**src/rtl/ma_pkg.sv**
```systemverilog
// Shared definitions for the moving-average family (averager, sum decoder,
// future decimator): default geometry, sum-width derivation, saturation
// helper and the common run/fault state type.
package ma_pkg;

    localparam int unsigned DW_DEF = 16;
    localparam int unsigned N_DEF  = 8;

    typedef enum logic {
        RUN,
        FAULT
    } state_t;

    // Width of a full-precision running sum of n samples of dw bits.
    function automatic int unsigned sum_width(input int unsigned dw, input int unsigned n);
        return dw + $clog2(n);
    endfunction

    // Clamp a signed value to the dw-bit signed range; caller keeps the low dw bits.
    function automatic logic signed [63:0] sat_dw(input logic signed [63:0] r, input int unsigned dw);
        logic signed [63:0] hi;
        logic signed [63:0] lo;
        hi = (64'sd1 <<< (dw - 1)) - 64'sd1;
        lo = -(64'sd1 <<< (dw - 1));
        if (r > hi) begin
            return hi;
        end else if (r < lo) begin
            return lo;
        end
        return r;
    endfunction

endpackage

```
**src/rtl/ma_hist_ring.sv**
```systemverilog
// N x DW circular history buffer. rd_data always presents the entry at the
// write pointer, i.e. the oldest stored sample, which is overwritten on the
// next write. N must be a power of two so the pointer wraps naturally.
module ma_hist_ring #(
    parameter int unsigned DW = 16,
    parameter int unsigned N  = 8
) (
    input  logic          clk,
    input  logic          reset,
    input  logic          clr,
    input  logic          wr_en,
    input  logic [DW-1:0] wr_data,
    output logic [DW-1:0] rd_data
);

    localparam int unsigned PW = $clog2(N);

    logic [DW-1:0] mem [N];
    logic [PW-1:0] wr_ptr;

    assign rd_data = mem[wr_ptr];

    // Write at the pointer and advance; clear returns to the all-zero history.
    always_ff @(posedge clk or posedge reset) begin
        if (reset) begin
            mem    <= '{default: '0};
            wr_ptr <= '0;
        end else if (clr) begin
            mem    <= '{default: '0};
            wr_ptr <= '0;
        end else if (wr_en) begin
            mem[wr_ptr] <= wr_data;
            wr_ptr      <= wr_ptr + PW'(1);
        end
    end

endmodule

```
**src/rtl/ma_sum_decoder.sv**
```systemverilog
// Moving-average sum decoder: recovers x[n] = S[n] - S[n-1] + x[n-N] from the
// running-sum stream, with saturation, sticky overflow flag and optional halt.
// Optional feature macro: MA_SUM_DECODER_ERR_CNT_EN adds the err_cnt port.
module ma_sum_decoder
    import ma_pkg::*;
#(
    parameter int unsigned DW          = DW_DEF,
    parameter int unsigned N           = N_DEF,
    parameter bit          HALT_ON_ERR = 1'b0,
    localparam int unsigned SW         = sum_width(DW, N)
) (
    input  logic                 clk,
    input  logic                 reset,
    input  logic                 sync_clr,
    input  logic                 in_valid,
    output logic                 in_ready,
    input  logic signed [SW-1:0] in_sum,
    output logic                 out_valid,
    input  logic                 out_ready,
    output logic signed [DW-1:0] out_data,
    output logic                 err_ovf
`ifdef MA_SUM_DECODER_ERR_CNT_EN
    ,
    output logic [15:0]          err_cnt
`endif
);

    state_t                state;
    logic signed [SW-1:0]  prev_sum;
    logic [DW-1:0]         oldest;
    logic signed [SW:0]    r;
    logic signed [63:0]    r64;
    logic signed [63:0]    sat64;
    logic signed [DW-1:0]  sat_val;
    logic                  ovf;
    logic                  accept;

    // Stall on fault, on a full unaccepted output, and during a restart.
    assign in_ready = (state == RUN) && (!out_valid || out_ready) && !sync_clr;
    assign accept   = in_valid && in_ready;

    // Reconstruct the sample at SW+1 bits, then saturate to DW bits.
    always_comb begin
        r       = (SW+1)'(in_sum) - (SW+1)'(prev_sum) + (SW+1)'($signed(oldest));
        r64     = 64'(r);
        sat64   = sat_dw(r64, DW);
        sat_val = sat64[DW-1:0];
        ovf     = (sat64 != r64);
    end

    ma_hist_ring #(
        .DW (DW),
        .N  (N)
    ) u_hist (
        .clk     (clk),
        .reset   (reset),
        .clr     (sync_clr),
        .wr_en   (accept),
        .wr_data (sat_val),
        .rd_data (oldest)
    );

    // Output register, previous sum, sticky flag and run/fault state.
    always_ff @(posedge clk or posedge reset) begin
        if (reset) begin
            state     <= RUN;
            prev_sum  <= '0;
            out_valid <= 1'b0;
            out_data  <= '0;
            err_ovf   <= 1'b0;
        end else if (sync_clr) begin
            state     <= RUN;
            prev_sum  <= '0;
            out_valid <= 1'b0;
            err_ovf   <= 1'b0;
        end else if (accept) begin
            prev_sum  <= in_sum;
            out_data  <= sat_val;
            out_valid <= 1'b1;
            if (ovf) begin
                err_ovf <= 1'b1;
                if (HALT_ON_ERR) begin
                    state <= FAULT;
                end
            end
        end else if (out_valid && out_ready) begin
            out_valid <= 1'b0;
        end
    end

`ifdef MA_SUM_DECODER_ERR_CNT_EN
    // Count saturated accepts, sticking at all-ones.
    always_ff @(posedge clk or posedge reset) begin
        if (reset) begin
            err_cnt <= '0;
        end else if (sync_clr) begin
            err_cnt <= '0;
        end else if (accept && ovf && (err_cnt != '1)) begin
            err_cnt <= err_cnt + 16'd1;
        end
    end
`endif

endmodule

```
**config.mk**
```make
export PLATFORM = sky130hd
export DESIGN_NAME = ma_sum_decoder
export DESIGN_NICKNAME = d
export VERILOG_FILES = /design/src/rtl/ma_pkg.sv /design/src/rtl/ma_hist_ring.sv /design/src/rtl/ma_sum_decoder.sv
export SDC_FILE = /design/constraint.sdc
export NUM_CORES = 1
export LEC_CHECK = 0
export ABC_AREA = 0
export BUFFER_PORTS_ARGS = -buffer_cell sky130_fd_sc_hd__buf_2
export CAP_MARGIN = 20
export CELL_PAD_IN_SITES_DETAIL_PLACEMENT = 0
export CELL_PAD_IN_SITES_GLOBAL_PLACEMENT = 1
export CORE_MARGIN = 8
export CORE_UTILIZATION = 35
export CTS_CLUSTER_SIZE = 28
export DETAILED_ROUTE_END_ITERATION = 8
export PLACE_DENSITY = 0.57
export SLEW_MARGIN = 20
export SYNTH_ARGS = -nofsm -noshare
export SYNTH_HDL_FRONTEND = slang
export SYNTH_HIERARCHICAL = 1
export SYNTH_SLANG_ARGS = --single-unit
```
**constraint.sdc**
```tcl
create_clock -name clk -period 8.3 [get_ports clk]
set_clock_uncertainty 0.15 [all_clocks]
set_input_delay 0.415 -clock clk [delete_from_list [all_inputs] [get_ports clk]]
set_output_delay 0.415 -clock clk [all_outputs]
set_load 0.02 [all_outputs]
```
* Word level (Yosys, flattened, before mapping) *
Cells that the tools add are included.
Widths: inputs -> output; s select.

word-level totals
  bits in registers = 168

cells by class
  add/subtract/negate cells = 3
  $lt $le $gt $ge = 4
  equal/unequal tests = 1
  multiplexer cells = 23
  bitwise gates (word level) = 2
  reduce and logical (&&, ||, !) cells = 12

operator list
  cell                  count
  $mux 128              2
  $mux 64               3
  $bwmux 128            1
  $ne 64x20->1          1
  $bmux 16 s3           1
  $demux 16 s3          1
  $mux 16               3
  $mux 19               2
  $add 20x16->20        1
  $gt 20x16->1 const B  1
  $lt 20x16->1 const B  1
  $sub 19x19->20        1
  $mux 1                8
  $mux 3                2
  $ge 4x4->1 const B    1
  $logic_and 1x1->1     4
  $lt 4x1->1 const B    1
  $not 3->4             1
  $reduce_and 2->1      2
  $reduce_bool 2->1     2
  $add 3x1->3 const B   1
  $reduce_bool 3->1     1
  $logic_not 1->1       2
  $logic_or 1x1->1      1
  $not 1->1             1

* Longest topological paths before layout *
Gate-level depths: netlist of run 1.

  depth after elaboration = 13
  gate-level depth with buffers = 20
  mapped depth without buffers = 16

* Hierarchy *
Netlist of run 1, hierarchy kept.

by module, submodules not included
  module          instances  cells each  area an instance (um^2)
  ma_hist_ring    1          430         5958.2
  ma_sum_decoder  1          407         3469.6

* Worst setup path before layout of run 1 *
OpenSTA, ideal clock, no wires.

  path kind = flip-flop to flip-flop
  start point = register u_hist.wr_ptr[1]
  end point = register u_hist/mem[119] (netlist bit)
  setup time = 0.121 ns
  arrival time = 4.305 ns
  slack = 3.724 ns
  stages on the path, launching flop included = 20
  path buffers = 4
  period minus slack after synthesis = 4.576 ns
  path through = dfrtp_1 -> buf_4 -> buf_4 -> buf_2 -> mux4_2 -> mux2_2 -> inv_1 -> fa_1 -> inv_1 -> ha_1 -> a21o_1 -> a21o_1 -> a211oi_1 -> o21ai_1 -> a211o_1 -> a31oi_2 -> buf_2 -> a21oi_1 -> and2_1 -> a22o_1

on the way
  cells in the longest elaborated chain, start to end = 12

RTL lines
  what                                          RTL line              text
  start, declared                               ma_hist_ring.sv:19    logic [PW-1:0] wr_ptr;
  start signal, assigned                        ma_hist_ring.sv:33    wr_ptr <= wr_ptr + PW'(1);
  $not 3->4 (not written as such) *             ma_hist_ring.sv:21    assign rd_data = mem[wr_ptr];
  $bmux 16 s3 *                                 ma_hist_ring.sv:21
  $mux 16 (not written as such) * (2 in a row)  ma_hist_ring.sv:21
  via oldest[15]                                ma_sum_decoder.sv:30  logic [DW-1:0] oldest;
  $add 20x16->20 *                              ma_sum_decoder.sv:44  r = (SW+1)'(in_sum) - (SW+1)'(prev_sum) + (SW+1)'($signed(oldest));
  $lt 20x16->1                                  ma_pkg.sv:27          end else if (r < lo) begin
  $mux 1                                        ma_pkg.sv:27
  $mux 1                                        ma_pkg.sv:25          if (r > hi) begin
  $mux 64 *                                     ma_pkg.sv:30          return r;
  via sat64[7]                                  ma_sum_decoder.sv:33  logic signed [63:0] sat64;
  $bwmux 128 *                                  ma_hist_ring.sv:32    mem[wr_ptr] <= wr_data;
  $mux 128 *                                    ma_hist_ring.sv:31    end else if (wr_en) begin
  $mux 128 *                                    ma_hist_ring.sv:28    end else if (clr) begin
  end signal, assigned by index                 ma_hist_ring.sv:32
  end, declared                                 ma_hist_ring.sv:18    logic [DW-1:0] mem [N];

The timed path passes the listed nets; every way through them passes the cells marked *. The select of a mux whose other input is x is not followed.
A chain may end at the register's enable or synchronous reset.

* Final worst setup path of run 1 *
  start point = register u_hist.wr_ptr[0]
  end point = register u_hist/mem[30] (netlist bit)

The elaborated chain is that of the path after synthesis.

==> out/qor.txt, run 1 <==
post-synthesis simple-gate area fraction: 0.0888
Finished Layout Cells: 1208
top cell family by delay on the critical path: compound AO/OA/AOI/OAI gates
grt ovf: 0
CTS Buf Count: 17
DRC: 0
Antenna Nets Post-Route: 0
Unique masters post-synth: 62
RSZ-0062 raised after global routing: false
status: finished with violations
Placer Congestion: 0.876
setup repair bufs after CTS: 0
routed len/inst: 23.0 um
CP Class: flip-flop to flip-flop
M2 GR Usage: 0.282
clk_lat worst skew: 0.43 ns
Adder-Cell Fraction of Synth Area: 0.0682
area grow syn2layout: 11.5%
Critical Path RT: 8.46 ns
failing checks: hold timing
Die Wd: 180 um
worst vdd ir: 137 uV
routed vias/inst: 5.66
Net count, final: 921
Tot Pwr: 2.91 mW
GRT Total Usage: 0.173
largest family of logic cells by synthesized area: compound AO/OA/AOI/OAI gates
layout cells sized above 1: 0.187
CTS tree: done
CTS resizes: 0
initial core utilization: 0.353
first-pass GRT wire length: 44000 um
hold slack: -0.0159 ns
cells after synthesis: 837
initial antenna violation count: 0
Core ar.: 0.0267 sq mm
clock-pin slew on the worst setup and hold paths: 0.07 ns
crit path capture type: flip-flop
Crit path buffers/inverters: 3
cells along the critical path: buf_4, mux4_1, mux2_2, inv_1, fa_1, inv_1, ha_1, o211ai_1, o211ai_1, a21oi_1, o21ai_1, a211o_1, a31oi_2, a21oi_1, and2_1, a22o_1
DR pass1 iterations: 5
Leak Pwr: 4.76 nW
total wire length: 27800 um
Worst Path Arrival: 6.46 ns
Avg Inst Size Synth: 11.3 sq um
root buffer cell: clkbuf_16
GR Util met3: 0.0298
Worst Hold Class: primary input to async pin
gr busiest metal: met2
max_slew headroom: 0.291
port bufs: 42
sequential fraction of the synthesis area: 0.446
antenna cells: 0
compound-gate portion of the synthesized area: 0.216
Worst Setup Slack, final: 1.99 ns
Max Slew Vio Count: 0
post-placement cell count: 1179
Worst setup SP type: flip-flop
setup_tns: 0 ns
Max stage delay on crit path: 0.95 ns
routed vias: 6836
Die ar.: 0.0324 sq mm
fin crit period: 6.31 ns
power density over cell area: 276 mW/mm^2
# rows: 60
syn_nets: 901
asr flop ratio synth: 1.00
Final HPWL DP: 18600 um
pre-CTS setup slack: 2.00 ns
final count of negative-setup-slack endpoints: 0
number of global-route vias before repair: 7169
Critical Path Fanout Max: 30
Synth Flop Type: dfrtp_1
cts hold-fix bufs: 0
max-cap violation count: 0
die height: 180 um
Bufs on Longest Clock Path: 2
htree depth: 4
synthesized flop and latch total: 168
Final Hold Viols: 24
Crit-path slowest cell: dfrtp_2
Top Ports: 43
Final period util: 0.760
cell area after synthesis: 0.00943 sq mm
DRT iter0 DRCs: 624
met1 Resource Use GR: 0.235
CTS Sinks: 168
largest net degree at the start of global routing: 68
yosys warns: 6
number of flops mapped to enable cells by yosys: 0
Least-Margin Pin Slew: 1.06 ns
mux share of post-synthesis cell area: 0.0979
fmax: 159 MHz
XOR/XNOR share of the synthesized area: 0.0166
-- through the flow --
stage	cell area [sq um]	utilization
after global placement	9870	0.369
after global routing	10500	0.393
final	10500	0.393
after floorplan	9430	-
after CTS	10500	0.393
after detailed placement	9920	0.371
-- synthesized netlist by cell type, drive strengths merged, types with 7 or more instances --
cell / count / area [sq um]
dfrtp: 168 / 4200
inv: 81 / 304
a22o: 75 / 657
nand2: 69 / 259
o21ai: 49 / 249
buf: 45 / 282
a21oi: 44 / 228
o2bb2ai: 32 / 280
and2: 30 / 188
mux4: 30 / 702
ha: 21 / 263
nand3b: 21 / 158
fa: 19 / 380
mux2: 17 / 191
a22oi: 14 / 155
nor2: 13 / 48.8
clkbuf: 12 / 45.0
xnor2: 10 / 87.6
a31oi: 9 / 75.1
o211ai: 7 / 52.6
xor2: 7 / 68.8
-- worst paths after layout --
kind	cells after the start	end	startpoint	slack [ns]
max	16	u_hist/mem[30]	u_hist/wr_ptr[0]	1.99
min	3	prev_sum[10]	reset	-0.02
max in group asynchronous	3	u_hist/wr_ptr[0]	reset	6.53
max reg2reg	16	u_hist/mem[30]	u_hist/wr_ptr[0]	1.99
min in group clk	3	prev_sum[0]	in_sum[0]	0.09
min reg2reg	2	u_hist/mem[5]	u_hist/mem[5]	0.33
-- registers in the layout (all words and copies together), names as in the netlist --
name and count:
u_hist/mem 128, prev_sum 19, out_data 16, u_hist/wr_ptr 3, err_ovf 1, out_valid 1
-- final cells by class --
cell class / instances / area, sq um
inverter: 81 / 307
sequential: 168 / 4210
multi-input combinational: 531 / 4640
fill: 2566 / 16200
clock inverter: 9 / 119
clock buffer: 20 / 467
timing repair buffer: 58 / 342
tap: 341 / 427
-- layer usage --
layer  part of all wire  up-vias
met5                  0        -
met4              0.013        0
met3              0.047       27
met2               0.48      201
met1               0.46     3535
li1                   -     3073
-- tightest hold or removal path: stages --
cell and delay (ns):
buf_2 0.12, inv_1 0.05, buf_4 0.43
-- cell usage in the layout, fill, tap and decap left out, drive strengths merged, types with 4 or more instances in the layout --
master   instances
o2bb2ai         32
a22oi           14
a32o             5
nand3b          21
nor3             4
a211o            4
o211ai           7
xor2             7
dfrtp          168
nor2            13
nand2           69
o21ai           49
and2            30
a21o             6
a21oi           44
a22o            75
mux2            17
clkbuf          20
fa              19
ha              21
nor2b            6
nand3            5
mux4            30
a31oi            9
clkinv           4
buf             58
nand4            4
a211oi           5
xnor2           10
inv             83
-- where the power goes --
part           internal, mW  switching [mW]  total [mW]
Clock                 0.467           0.338       0.805
Combinational         0.409           0.778        1.19
Sequential            0.875          0.0387       0.914
Total                  1.75            1.15        2.91
-- kinds of logic (layout without fill, tap and decap cells) --
logic type / after synthesis / in the layout
fa+ha+maj: 40 / 40
flops: 168 / 168
compound gates: 264 / 264
simple gates: 160 / 160
buf+inv: 138 / 168
xor+xnor: 17 / 17
mux: 50 / 50
Power figures use the tool's default switching activity.
==> run 2, diff against run 1 <==
Clock period 8.3 ns to 6 ns, I/O delays scaled along.
==> run 2 against run 1 <==
Effect of this change: the flow now finishes without violations; setup slack got worse by 1.4 ns; clock power increased by 39%; sequential share of layout area decreased by 0.72 points; first-iteration DRC count decreased by 9.8%; combinational power increased by 45%; global-route usage increased by 0.29 points; non-clock buffer count increased by 18; sequential power increased by 38%; critical path type unchanged; critical endpoint is now u_hist/mem[67].
==> out/qor.txt, run 2 (same netlist as run 1, synthesis figures left out) <==
status: finished, final reports clean (was finished with violations)
fin crit period: 5.45 ns (was 6.31 ns)
setup repair bufs after CTS: 0 (unchanged)
commonest non-fill, non-tap cell in the layout: dfrtp_1 (unchanged)
clock-pin slew on the worst setup and hold paths: 0.07 ns (about the same)
initial antenna violation count: 0 (unchanged)
sink of the worst hold path: prev_sum[3]
Worst Hold Class: primary input to flip-flop (was primary input to async pin)
Net count, final: 939 (was 921)
max reg flops: 128 (unchanged)
internal power: 2.50 mW (was 1.75 mW)
root buffer cell: clkbuf_16 (unchanged)
Final Hold Viols: 0 (was 24)
RR Endpoint: u_hist/mem[67] (was u_hist/mem[30])
max-cap violation count: 0 (unchanged)
DRC: 0 (unchanged)
Critical Path Fanout Max: 24 (was 30)
Bufs on Longest Clock Path: 2 (unchanged)
Worst R2R Setup Slack: 0.55 ns (was 1.99 ns)
clk_lat worst skew: 0.42 ns (was 0.43 ns)
final count of negative-setup-slack endpoints: 0 (unchanged)
Finished Layout Cells: 1228 (was 1208)
antenna cells: 0 (unchanged)
worst reg2reg path depth: 18 (was 16)
CP Class: flip-flop to flip-flop (unchanged)
hold path startpoint: in_sum[3]
CTS Sinks: 168 (unchanged)
Worst Path Arrival: 5.62 ns (was 6.46 ns)
switching power total: 1.61 mW (was 1.15 mW)
routed vias: 6907 (was 6836)
CTS tree: done (unchanged)
switching share of power: 0.392 (was 0.397)
reg2reg start: u_hist/wr_ptr[0] (unchanged)
Worst setup SP type: flip-flop (unchanged)
area grow syn2layout: 13.5% (was 11.5%)
number of global-route vias before repair: 7397 (was 7169)
Max Slew Vio Count: 0 (unchanged)
Final HPWL DP: 19100 um (was 18600 um)
Placer Congestion: 0.828 (was 0.876)
Final period util: 0.909 (was 0.760)
Leak Pwr: 4.87 nW (was 4.76 nW)
htree depth: 4 (unchanged)
DRT iter0 DRCs: 563 (was 624)
most frequent cells in the layout: dfrtp_1 (166), inv_1 (80), a22o_1 (75) (unchanged)
CTS Buf Count: 17 (unchanged)
first-pass GRT wire length: 44400 um (was 44000 um)
worst vdd ir: 192 uV (was 137 uV)
RSZ-0062 raised after global routing: false (unchanged)
power share of the sequential group: 0.306 (was 0.315)
Die ar.: 0.0324 sq mm (unchanged)
DR pass1 iterations: 5 (unchanged)
die height: 180 um (unchanged)
largest register by flop count: u_hist/mem (unchanged)
total wire length: 28300 um (was 27800 um)
power density over cell area: 384 mW/mm^2 (was 276 mW/mm^2)
clock group share of total power: 0.273 (was 0.277)
port bufs: 42 (unchanged)
Top Ports: 43 (unchanged)
Core ar.: 0.0267 sq mm (unchanged)
routed len/inst: 23.1 um (was 23.0 um)
layout cells sized above 1: 0.202 (was 0.187)
Antenna Nets Post-Route: 0 (unchanged)
routed vias/inst: 5.62 (was 5.66)
largest net degree at the start of global routing: 73 (was 68)
fmax: 183 MHz (was 159 MHz)
crit path capture type: flip-flop (unchanged)
post-placement cell count: 1193 (was 1179)
Comb pwr share: 0.421 (was 0.408)
Least-Margin Pin Slew: 1.12 ns (was 1.06 ns)
Worst Hold Depth: 3
Die Wd: 180 um (unchanged)
hold slack: 0.0366 ns (was -0.0159 ns)
initial core utilization: 0.353 (unchanged)
grt ovf: 0 (unchanged)
# rows: 60 (unchanged)
top flop regs: u_hist/mem (128), prev_sum (19), out_data (16) (unchanged)
setup_tns: 0 ns (unchanged)
GRT Total Usage: 0.176 (was 0.173)
Critical Path RT: 6.16 ns (was 8.46 ns)
max_slew headroom: 0.251 (was 0.291)
==> run 2: cell types whose count changed in the layout (fill, tap and decap cells not counted) <==
| cell | change |
|---|---|
| buf_8 | -1 |
| buf_6 | -1 |
| clkinvlp_4 | -1 |
| a31oi_2 | +1 |
| a21oi_2 | +1 |
| clkbuf_8 | -1 |
| a21oi_4 | -1 |
| inv_6 | +2 |
| clkinv_4 | +1 |
| a31oi_1 | -1 |
| buf_12 | +4 |
| buf_4 | +12 |
| clkinv_2 | +1 |
| dlygate4sd3_1 | +4 |
==> run 2: final cells by class <==
| type | count | area (sq um) |
|---|---|---|
| Multi-Input combinational cell | 531 | 4640 |
| Timing Repair Buffer | 76 | 526 |
| Clock buffer | 19 | 453 |
| Inverter | 81 | 307 |
| Tap cell | 341 | 427 |
| Sequential cell | 168 | 4210 |
| Fill cell | 2550 | 16000 |
| Clock inverter | 12 | 143 |
==> run 2: repair_timing <==
item	4_1_cts	5_1_grt
hold buffers	4	0
gates resized for setup	0	0
hold endpoints to repair	98	0
==> run 2: worst max-delay path, cell delays in order (launching register included) <==
cell and delay [ns]:
dfrtp_2 0.58, buf_12 0.27, mux4_2 0.53, mux2_2 0.27, inv_1 0.07, fa_1 0.41
inv_1 0.06, ha_1 0.28, a21oi_1 0.42, o211ai_1 0.31, a21bo_1 0.28, a211oi_2 0.26
nor2_1 0.16, o31ai_4 0.34, buf_12 0.21, a21oi_1 0.14, buf_4 0.16, and2_1 0.18
a22o_1 0.23
==> run 2: routing by layer <==
metal,vias up,part of all wire,GRT usage
met4,0,0.019,0.0602
met2,198,0.46,0.280
li1,3105,-,-
met1,3569,0.47,0.238
met5,-,0,0
met3,35,0.044,0.0333
==> run 2: worst max-delay path by stage <==
stage	from	end	slack, ns	cells past startpoint
floorplan	u_hist/wr_ptr[1]	u_hist/mem[119]	1.42	19
global placement	u_hist/wr_ptr[0]	u_hist/mem[107]	0.57	18
detailed placement	u_hist/wr_ptr[0]	u_hist/mem[27]	0.58	18
CTS	u_hist/wr_ptr[0]	u_hist/mem[119]	0.54	18
global route	u_hist/wr_ptr[0]	u_hist/mem[123]	0.20	18
finish	u_hist/wr_ptr[0]	u_hist/mem[67]	0.55	18
==> run 2: power groups by stage <==
stage | sequential, mW | clock (mW) | combinational, mW
finish | 1.26 | 1.12 | 1.73
detailed placement | 1.28 | 0 | 1.72
CTS | 1.26 | 1.15 | 1.73
floorplan | 1.32 | 0 | 1.10
global placement | 1.28 | 0 | 1.72
global route | 1.27 | 1.20 | 1.88
==> run 2: through the flow <==
| stage | util | power, mW | instance area [sq um] | worst slack (ns) |
|---|---|---|---|---|
| global route | 0.401 | 4.35 | 10700 | 0.196 |
| finish | 0.401 | 4.11 | 10700 | 0.546 |
| global placement | 0.376 | 3.00 | 10000 | 0.573 |
| detailed placement | 0.376 | 3.00 | 10100 | 0.578 |
| floorplan | - | 2.41 | 9430 | 1.42 |
| CTS | 0.400 | 4.14 | 10700 | 0.543 |
